File: config.mk
export PLATFORM = sky130hd
export DESIGN_NAME = corr_decoder_frame
export DESIGN_NICKNAME = d
export VERILOG_FILES = /design/src/rtl/corr_decoder_frame.sv
export SDC_FILE = /design/constraint.sdc
export NUM_CORES = 1
export LEC_CHECK = 0
export ABC_AREA = 1
export CAP_MARGIN = 20
export CORE_MARGIN = 2
export CORE_UTILIZATION = 65
export DETAILED_ROUTE_END_ITERATION = 8
export DONT_BUFFER_PORTS = 1
export PLACE_DENSITY = 0.81
export RECOVER_POWER = 25
export SYNTH_ARGS = -nofsm -noshare
export SYNTH_HDL_FRONTEND = slang
export SYNTH_SLANG_ARGS = --single-unit
export TNS_END_PERCENT = 50
File: constraint.sdc
create_clock -name clk -period 4.8 [get_ports clk]
set_clock_uncertainty 0.05 [all_clocks]
set_input_delay 1.2 -clock clk [delete_from_list [all_inputs] [get_ports clk]]
set_output_delay 1.2 -clock clk [all_outputs]
set_load 0.01 [all_outputs]
File: src/rtl/corr_decoder_frame.sv
// corr_decoder_frame
//   Chip-correlation symbol decoder with frame packing. Each accepted chip
//   word is correlated bit-serially (LSB first, one chip per cycle) against a
//   runtime-loadable +/-1 weight vector. The signed sum is sliced into a
//   2-bit symbol, which is placed in the next slot of a frame of N_SYMS
//   symbols.
//
//   Optional build macro: CORR_DECODER_ERASURE_EN
//     When defined, a correlation with magnitude below ERASE_THR is reported
//     as an erasure (2'b00) instead of a sign decision.
//
// Parameters
//   N_CHIPS    chips per symbol, width of in_data / weight_in (2..256)
//   N_SYMS     symbols per frame, frame width is 2*N_SYMS (1..128)
//   ERASE_THR  erasure magnitude threshold (0..N_CHIPS), erasure build only
//
// Ports
//   clk          rising-edge clock
//   rst          synchronous reset, active-high
//   in_data      chip word, bit i is chip i
//   in_valid     chip word valid
//   in_ready     decoder can accept a chip word (IDLE, not in reset)
//   weight_in    weight vector, 1 = +1, 0 = -1
//   weight_load  load strobe for weight_in (honoured in IDLE only)
//   frame_flush  discard the partial frame (honoured in IDLE only)
//   sym_out      decided symbol: 10 = positive, 01 = non-positive, 00 = erasure
//   sym_valid    one-cycle pulse, sym_out / sym_idx valid
//   sym_idx      frame slot of the current sym_out
//   frame_out    last completed frame, slot k in bits [2k+1:2k]
//   frame_valid  one-cycle pulse, frame_out updated

module corr_decoder_frame #(
    parameter int N_CHIPS   = 80,
    parameter int N_SYMS    = 112,
    parameter int ERASE_THR = 8
) (
    input  logic                                         clk,
    input  logic                                         rst,
    input  logic [N_CHIPS-1:0]                           in_data,
    input  logic                                         in_valid,
    output logic                                         in_ready,
    input  logic [N_CHIPS-1:0]                           weight_in,
    input  logic                                         weight_load,
    input  logic                                         frame_flush,
    output logic [1:0]                                   sym_out,
    output logic                                         sym_valid,
    output logic [((N_SYMS > 1) ? $clog2(N_SYMS) : 1)-1:0] sym_idx,
    output logic [2*N_SYMS-1:0]                          frame_out,
    output logic                                         frame_valid
);

    localparam int ACC_W   = $clog2(N_CHIPS + 1) + 1;
    localparam int IDX_W   = $clog2(N_CHIPS);
    localparam int SIDX_W  = (N_SYMS > 1) ? $clog2(N_SYMS) : 1;
    localparam int FRAME_W = 2 * N_SYMS;

    // Elaboration-time guard on the legal parameter ranges.
    if (N_CHIPS < 2 || N_CHIPS > 256 || N_SYMS < 1 || N_SYMS > 128 ||
        ERASE_THR < 0 || ERASE_THR > N_CHIPS) begin : g_param_check
        $error("corr_decoder_frame: parameter out of legal range");
    end

    typedef enum logic [1:0] {
        IDLE   = 2'd0,
        ACCUM  = 2'd1,
        DECIDE = 2'd2
    } state_t;

    state_t                    state;
    state_t                    state_nxt;

    logic [N_CHIPS-1:0]        sample;
    logic [N_CHIPS-1:0]        weights;
    logic signed [ACC_W-1:0]   acc;
    logic signed [ACC_W-1:0]   acc_step;
    logic [IDX_W-1:0]          idx;
    logic                      idx_last;
    logic [SIDX_W-1:0]         sym_cnt;
    logic                      slot_last;
    logic [FRAME_W-1:0]        frame_part;
    logic [FRAME_W-1:0]        frame_next;
    logic [1:0]                sym_dec;
    logic                      sym_valid_r;
    logic                      frame_valid_r;

    // ------------------------------------------------------------------
    // FSM state register
    // ------------------------------------------------------------------
    always_ff @(posedge clk) begin
        if (rst) begin
            state <= IDLE;
        end else begin
            state <= state_nxt;
        end
    end

    // ------------------------------------------------------------------
    // FSM next-state logic
    // ------------------------------------------------------------------
    assign idx_last = (idx == IDX_W'(N_CHIPS - 1));

    always_comb begin
        state_nxt = state;
        case (state)
            IDLE: begin
                if (in_valid) begin
                    state_nxt = ACCUM;
                end
            end
            ACCUM: begin
                if (idx_last) begin
                    state_nxt = DECIDE;
                end
            end
            DECIDE: begin
                state_nxt = IDLE;
            end
            default: begin
                state_nxt = IDLE;
            end
        endcase
    end

    // Handshake and pulse outputs are forced low for as long as rst is high,
    // not only after the reset edge.
    assign in_ready    = (state == IDLE) && !rst;
    assign sym_valid   = sym_valid_r && !rst;
    assign frame_valid = frame_valid_r && !rst;

    // ------------------------------------------------------------------
    // Correlation step: matching chip adds +1, mismatching chip adds -1
    // ('1 is -1 in two's complement).
    // ------------------------------------------------------------------
    always_comb begin
        acc_step = '1;
        if (sample[idx] ~^ weights[idx]) begin
            acc_step = ACC_W'(1);
        end
    end

    // ------------------------------------------------------------------
    // Symbol slicer
    // ------------------------------------------------------------------
`ifdef CORR_DECODER_ERASURE_EN
    logic [ACC_W-1:0] acc_mag;

    always_comb begin
        acc_mag = acc[ACC_W-1] ? ACC_W'(-acc) : ACC_W'(acc);
        if (acc_mag < ACC_W'(ERASE_THR)) begin
            sym_dec = 2'b00;
        end else if (acc > 0) begin
            sym_dec = 2'b10;
        end else begin
            sym_dec = 2'b01;
        end
    end
`else
    // acc == 0 deliberately falls into the 01 decision.
    always_comb begin
        sym_dec = 2'b01;
        if (acc > 0) begin
            sym_dec = 2'b10;
        end
    end
`endif

    // ------------------------------------------------------------------
    // Partial frame with the current symbol inserted at slot sym_cnt
    // ------------------------------------------------------------------
    assign slot_last = (sym_cnt == SIDX_W'(N_SYMS - 1));

    always_comb begin
        frame_next = frame_part;
        for (int unsigned k = 0; k < N_SYMS; k++) begin
            if (sym_cnt == SIDX_W'(k)) begin
                frame_next[2*k +: 2] = sym_dec;
            end
        end
    end

    // ------------------------------------------------------------------
    // Datapath registers
    // ------------------------------------------------------------------
    always_ff @(posedge clk) begin
        if (rst) begin
            sample        <= '0;
            weights       <= '0;
            acc           <= '0;
            idx           <= '0;
            sym_cnt       <= '0;
            frame_part    <= '0;
            sym_out       <= '0;
            sym_idx       <= '0;
            frame_out     <= '0;
            sym_valid_r   <= 1'b0;
            frame_valid_r <= 1'b0;
        end else begin
            sym_valid_r   <= 1'b0;
            frame_valid_r <= 1'b0;
            case (state)
                IDLE: begin
                    // Flush takes effect before a coincident handshake, so
                    // that symbol lands in slot 0.
                    if (frame_flush) begin
                        sym_cnt    <= '0;
                        frame_part <= '0;
                    end
                    // Weights loaded together with a handshake are already
                    // in place for the first ACCUM cycle of that symbol.
                    if (weight_load) begin
                        weights <= weight_in;
                    end
                    if (in_valid) begin
                        sample <= in_data;
                        acc    <= '0;
                        idx    <= '0;
                    end
                end
                ACCUM: begin
                    acc <= acc + acc_step;
                    idx <= idx + IDX_W'(1);
                end
                DECIDE: begin
                    sym_out     <= sym_dec;
                    sym_idx     <= sym_cnt;
                    sym_valid_r <= 1'b1;
                    if (slot_last) begin
                        frame_out     <= frame_next;
                        frame_valid_r <= 1'b1;
                        sym_cnt       <= '0;
                        frame_part    <= '0;
                    end else begin
                        frame_part <= frame_next;
                        sym_cnt    <= sym_cnt + SIDX_W'(1);
                    end
                end
                default: begin
                end
            endcase
        end
    end

endmodule

==> flow_metrics.env, run 1 <==
export IMPL_grt_max_degree=178
export IMPL_path_class="flip-flop to flip-flop"
export IMPL_cts_made_buffers=66
export IMPL_syn_inst=3877
export IMPL_cts_htree_levels=3
export IMPL_cp_slowest_cell="inv_2"
export IMPL_dp_hpwl_um=50480
export IMPL_synth_top_flop_cell="dfxtp_1"
export IMPL_p_sw_mw=2.802
export IMPL_met2_usage=0.5690
export IMPL_totalWireLength_um=80040
export IMPL_path_clk_slew_ns=0.06
export IMPL_fin_crit_sh=0.7529
export IMPL_die_h_um=208.5
export IMPL_synth_top_area_cell="dfxtp_1"
export IMPL_areaGrowthSynthToFinish_pct=7.710
export IMPL_grt_pass1_vias=23770
export IMPL_start_util=0.6627
export IMPL_yosysSeqAreaShare=0.4721
export IMPL_synth_seq_cells=641
export IMPL_ys_warn_count=0
export IMPL_cp_data_arrival_time_ns=4.07
export IMPL_final_nets=3889
export IMPL_synth_edff_count=0
export IMPL_pwr_share_comb=0.072
export IMPL_setup_violations=0
export IMPL_r2r_cells=21
export IMPL_p_int_mw=8.677
export IMPL_first_pass_iters=6
export IMPL_endpoint_kind="flip-flop"
export IMPL_path_cells="buf_4 -> inv_2 -> o21ai_0 -> o211ai_1 -> nand3_1 -> a21oi_1 -> inv_1 -> nand2_1 -> nand2_1 -> nand3_1 -> nand2_1 -> inv_1 -> ha_1 -> inv_1 -> nand2_1 -> nand3_1 -> nor2_1 -> nand2_1 -> nand3b_1 -> nand3_1 -> a21oi_1"
export IMPL_register_area_um2=12830
export IMPL_routabilityCongestion=0.9388
export IMPL_fmax_mhz=276.7
export IMPL_leakage_nw=12.32
export IMPL_cp_required_ns=5.26
export IMPL_drv_slew=52
export IMPL_grt_overflow=0
export IMPL_finalHoldViolCount=0
export IMPL_io_pins=401
export IMPL_grtUsageMet1=0.4510
export IMPL_maxCapViolations=1
export IMPL_tightestPinTransition_ns=1.587
export IMPL_violations="capacitance limit, slew limit"
export IMPL_multi_input_area_um2=11330
export IMPL_fill_cells=3332
export IMPL_dpl_cell_area_um2=27020
export IMPL_holdWs_ns=0.4145
export IMPL_p_per_area_nw_per_um2=392.1
export IMPL_postCtsResizedCells=0
export IMPL_dieArea_um2=43470
export IMPL_r2r_start="idx[1]"
export IMPL_grt_total_usage=0.3566
export IMPL_rsz0062_at_grt="no"
export IMPL_insertion_delay_ns=0.59
export IMPL_syn_mean_instance_area_um2=7.011
export IMPL_async_flop_share=0
export IMPL_clk_path_buf_depth=3
export IMPL_min_path_cells=2
export IMPL_status="finished, violations left"
export IMPL_dr_total_vias=25430
export IMPL_critPathMaxFanout=42
export IMPL_grt_pass1_wl_um=125300
export IMPL_switching_share=0.2441
export IMPL_critPathMaxStageDelay_ns=0.60
export IMPL_ys_types=31
export IMPL_synth_fp_nets=4049
export IMPL_core_area_um2=41020
export IMPL_antenna_found_initial=3
export IMPL_ant_nets=0
export IMPL_finalSetupTns_ns=0
export IMPL_netlist_area_um2=27180
export IMPL_cts_root_buf="clkbuf_16"
export IMPL_fin_area_um2=29280
export IMPL_cp_start_kind="flip-flop"
export IMPL_cts_setup_buffers=0
export IMPL_cts_sinks=641
export IMPL_holdBufCountCts=0
export IMPL_clock_power_share=0.447
export IMPL_grt_busiest_layer="met2"
export IMPL_viasPerCell=5.914
export IMPL_critPathMostFrequentCell="nand2_1"
export IMPL_hp_class="flip-flop to flip-flop"
export IMPL_hp_start="acc[7]"
export IMPL_max_slew_margin=-0.05906
export IMPL_post_drt_wl_per_cell_um=18.62
export IMPL_synth_top_cell_area_share=0.4721
export IMPL_fin_crit_ns=3.614
export IMPL_post_route_util=0.7138
export IMPL_r2r_setup_slack_ns=1.19
export IMPL_vdd_drop_max_mv=0.2962
export IMPL_cts_tree="built"
export IMPL_crit_reg2reg_capture="acc[6]"
export IMPL_rows=74
export IMPL_drc=0
export IMPL_drive_above_1_share=0.04011
export IMPL_use_met3=0.09102
export IMPL_yosys_top_cells_area="dfxtp_1 (47%), nor2_1 (11%), o21ai_0 (9.7%)"
export IMPL_p_seq_frac=0.481
export IMPL_die_x_um=208.5
export IMPL_hold_path_end="acc[7]"
export IMPL_initialDrtViolationCount=2770
export IMPL_portBuffers=0
==> cell type report <==
cell class | count | area share
diodes | 2 | 0.0001709
clock buffers | 100 | 0.07081
clock inverters | 16 | 0.004060
inverters | 516 | 0.06675
multi-input cells | 2465 | 0.3870
flip-flops and latches | 641 | 0.4383
well taps | 532 | 0.02274
repair buffers | 27 | 0.01017
==> per-stage QoR <==
| step | setup WS (ns) | std cells | power, mW |
|---|---|---|---|
| 2_1_floorplan | 1.419 | 3877 | 6.243 |
| 3_3_place_gp | 1.468 | 4177 | 6.415 |
| 3_5_place_dp | 1.255 | 4178 | 6.434 |
| 4_1_cts | 1.242 | 4294 | 11.49 |
| 5_1_grt | 0.8468 | 4298 | 11.82 |
| 6_report | 1.186 | 4299 | 11.48 |
==> state kept, by name, summed over array words and instances (netlist names) <==
name / count
sym_out: 2
idx: 7
frame_out: 224
frame_part: 222
sym_idx: 7
weights: 80
acc: 8
state: 2
sym_valid_r: 1
sample: 80
sym_cnt: 7
frame_valid_r: 1
==> power by group through the flow <==
stage	registers (mW)	logic [mW]	clock network, mW
floorplan	5.61	0.636	0
global placement	5.63	0.782	0
detailed placement	5.63	0.801	0
CTS	5.52	0.806	5.16
global route	5.53	0.915	5.38
finish	5.52	0.825	5.13
==> routing by layer <==
layer / share of wire / vias up
met2: 0.45 / 1248
met5: 0.00016 / -
met4: 0.052 / 2
met3: 0.11 / 246
li1: - / 12120
met1: 0.39 / 11810
==> logic make-up after synthesis <==
logic type,synth area share
AND/OR/NAND/NOR,0.2303
AO/OA/AOI/OAI,0.1813
buffers and inverters,0.1128
flip-flops,0.4721
adder cells (fa/ha/maj),0.003222
XOR/XNOR,0.0003223
==> worst max-delay path by stage <==
| stage | startpoint | end | slack, ns | cells after the start |
|---|---|---|---|---|
| CTS | idx[0] | acc[4] | 1.24 | 22 |
| global route | idx[1] | acc[6] | 0.85 | 21 |
| finish | idx[1] | acc[6] | 1.19 | 21 |
| floorplan | rst | frame_valid | 1.42 | 4 |
| detailed placement | idx[0] | acc[4] | 1.25 | 22 |
| global placement | idx[0] | acc[4] | 1.47 | 22 |
==> placed cells by master, fill, tap and decap left out, drive strengths merged <==
cell type	Yosys	layout
a31oi	1	1
a21oi	252	252
clkinv	1	12
a311oi	1	1
nand3b	1	1
inv	515	518
o221ai	6	6
nor3	9	9
o21ai	529	529
a2111oi	1	1
a221oi	3	3
o21bai	1	1
or2	1	1
clkinvlp	0	1
bufinv	0	1
o211ai	116	116
dfxtp	641	641
diode	0	2
xor2	1	1
a22oi	4	4
or4	1	1
buf	95	25
ha	7	7
o41ai	1	1
nor2	826	826
nand3	354	354
nand2	350	350
clkbuf	160	102
==> cells in the mapped netlist, drive strengths merged, types with 3 or more instances <==
library cell  instances
clkbuf              160
nor3                  9
o21ai               529
nor2                826
inv                 515
ha                    7
nand3               354
dfxtp               641
buf                  95
a221oi                3
nand2               350
o221ai                6
o211ai              116
a21oi               252
a22oi                 4
==> worst max-delay path, delay by kind of cell, from the launching register on <==
kind | cells | cell delay, ns
DFF | 1 | 0.30
and+or+nand+nor | 11 | 1.09
AOI/OAI and AO/OA | 4 | 0.90
buffers and inverters | 5 | 1.04
adders and majority gates | 1 | 0.13
No activity file was read; power rests on OpenSTA's default activity.
==> run 2: changes to the inputs <==
ABC_AREA = 0   (was 1)
CORE_UTILIZATION = 57   (was 65)
PLACE_DENSITY = 0.75   (was 0.81)
clock period = 3.05 ns   (was 4.8 ns; I/O delays follow)
==> run 2 against run 1 <==
The run ends with setup timing left. Final cell count decreased by 18%. First-iteration DRC count decreased by 20%. Critical path depth decreased by 8. Highest routed layer is now met4.
==> flow_metrics.env, run 2 <==
export IMPL_status="finished, violations left"
export IMPL_violations="setup timing"
export IMPL_antenna_found_initial=0
export IMPL_grtUsageMet1=0.4308
export IMPL_clk_path_buf_depth=3
export IMPL_maxCapViolations=0
export IMPL_syn_mean_instance_area_um2=8.651
export IMPL_drive_above_1_share=0.1013
export IMPL_top_register="frame_out"
export IMPL_max_slew_margin=0.3655
export IMPL_endpoint_kind="flip-flop"
export IMPL_cp_required_ns=3.51
export IMPL_totalWireLength_um=77500
export IMPL_synth_top_flop_cell="dfxtp_1"
export IMPL_setup_violations=4
export IMPL_areaGrowthSynthToFinish_pct=12.45
export IMPL_cts_made_buffers=61
export IMPL_yosysMostFrequentCell="dfxtp_1"
export IMPL_yosysSeqAreaShare=0.4986
export IMPL_initialDrtViolationCount=2205
export IMPL_syn_inst=2975
export IMPL_final_nets=3065
export IMPL_synthTopCellsByCount="dfxtp_1 (641), nor2_1 (414), nand2_1 (380)"
export IMPL_met2_usage=0.4884
export IMPL_fmax_mhz=275.5
export IMPL_die_h_um=216.5
export IMPL_synth_fp_nets=3147
export IMPL_holdBufCountCts=0
export IMPL_hp_class="input pin to flip-flop"
export IMPL_cts_sinks=641
export IMPL_grt_busiest_layer="met2"
export IMPL_yosys_top_cells_area="dfxtp_1 (50%), a22o_1 (7.4%), a21oi_1 (7.2%)"
export IMPL_cts_root_buf="clkbuf_16"
export IMPL_cp_start_kind="flip-flop"
export IMPL_ys_warn_count=0
export IMPL_final_cell_mix="dfxtp_1 (638), nor2_1 (411), nand2_1 (375)"
export IMPL_tightestPinTransition_ns=0.9494
export IMPL_netlist_area_um2=25740
export IMPL_cp_data_arrival_time_ns=4.09
export IMPL_synth_edff_count=0
export IMPL_fin_crit_sh=1.190
export IMPL_post_drt_wl_per_cell_um=21.92
export IMPL_ys_types=68
export IMPL_io_pins=401
export IMPL_final_common_cell="dfxtp_1"
export IMPL_async_flop_share=0
export IMPL_die_x_um=216.5
export IMPL_rsz0062_at_grt="yes"
export IMPL_fill_cells=3627
export IMPL_fin_total_pwr_mw=18.07
export IMPL_biggestRegsByFlops="frame_out x224, frame_part x222"
export IMPL_synth_top_area_cell="dfxtp_1"
export IMPL_cts_tree="built"
export IMPL_holdWs_ns=0.1921
export IMPL_leakage_nw=10.24
export IMPL_dp_hpwl_um=49490
export IMPL_portBuffers=0
export IMPL_p_per_area_nw_per_um2=624.5
export IMPL_first_pass_iters=5
export IMPL_use_met3=0.08604
export IMPL_dr_total_vias=22250
export IMPL_ant_nets=0
export IMPL_grt_overflow=0
export IMPL_fin_crit_ns=3.629
export IMPL_grt_total_usage=0.3179
export IMPL_finalWorstSetupSlack_ns=-0.5792
export IMPL_grt_max_degree=355
export IMPL_viasPerCell=6.294
export IMPL_core_area_um2=44410
export IMPL_path_class="flip-flop to flip-flop"
export IMPL_antenna_cells=0
export IMPL_start_util=0.5795
export IMPL_largest_reg_flops=224
export IMPL_rows=77
export IMPL_dieArea_um2=46870
export IMPL_path_clk_slew_ns=0.06
export IMPL_synth_seq_cells=641
export IMPL_grt_pass1_vias=21020
export IMPL_drc=0
export IMPL_critPathMaxFanout=6
export IMPL_insertion_delay_ns=0.62
export IMPL_drv_slew=0
export IMPL_finalHoldViolCount=0
export IMPL_grt_pass1_wl_um=119200
export IMPL_cts_htree_levels=2
export IMPL_routabilityCongestion=0.8740
export IMPL_vdd_drop_max_mv=0.4262
export IMPL_synth_top_cell_area_share=0.4986
-- run 2: cell families after synthesis --
| logic type | Yosys count | synth area share |
|---|---|---|
| AND/OR/NAND/NOR | 899 | 0.1434 |
| adder cells (fa/ha/maj) | 7 | 0.003403 |
| XOR/XNOR | 3 | 0.001750 |
| flip-flops | 641 | 0.4986 |
| buffers and inverters | 274 | 0.04341 |
| multiplexers | 62 | 0.04458 |
| AO/OA/AOI/OAI | 1089 | 0.2649 |
-- run 2: layer usage --
metal | up-vias | routed length, um
met3 | 155 | 7436
met1 | 10670 | 32840
li1 | 10450 | -
met5 | - | 0
met4 | 0 | 2688
met2 | 983 | 34540
-- run 2: final cells by class --
type                       instances  area, um2  area share
tap                              592      740.7     0.02559
inverter                          10      37.54    0.001297
timing repair buffer             119       1160     0.04008
clock inverter                    26      430.4     0.01487
sequential                       641      12840      0.4436
clock buffer                      87       1797     0.06208
multi-input combinational       2060      11940      0.4124
-- run 2: per-stage QoR --
| stage | cell area [um2] | setup TNS (ns) | setup slack (ns) | instances | utilization |
|---|---|---|---|---|---|
| floorplan | 25760 | -2.688 | -0.8799 | 2975 | - |
| global placement | 26520 | -2.405 | -0.7009 | 3413 | 0.5972 |
| detailed placement | 26520 | -2.809 | -0.7827 | 3413 | 0.5972 |
| CTS | 28880 | -1.953 | -0.5639 | 3533 | 0.6502 |
| global route | 28940 | -2.788 | -0.7360 | 3535 | 0.6516 |
| finish | 28940 | -1.978 | -0.5792 | 3535 | 0.6516 |
-- run 2: power by group --
part / internal, mW / switching [mW] / total [mW] / leakage (nW)
clock network: 5.03 / 3.33 / 8.36 / 1.09
registers: 8.51 / 0.0834 / 8.59 / 5.19
logic: 0.401 / 0.723 / 1.12 / 3.97
-- run 2: path summary, 6_finish.rpt --
check                     to       start  slack (ns)  depth (start not counted)
setup / recovery      acc[6]      idx[0]       -0.58                         13
hold / removal    sample[63]         rst        0.19                          1
setup reg to reg      acc[6]      idx[0]       -0.58                         13
hold reg to reg   sample[36]  sample[36]        0.40                          2
-- run 2: timing repair --
item,in CTS,in global routing
gates resized for setup,20,9
buffers inserted,6,1
cloned,1,1
pin swaps,10,2
endpoints found under the setup margin,5,5
-- run 2: worst max-delay path: stages (launching register included) --
cell and delay (ns):
dfxtp_4 0.39, buf_12 0.14, mux4_2 0.48, nor2b_1 0.15, o21ai_2 0.20, nand4_4 0.15, nor3_4 0.33, xor2_4 0.20
xor2_1 0.09, ha_2 0.18, or4_4 0.41, or3_4 0.34, nand3_2 0.07, or3b_1 0.33
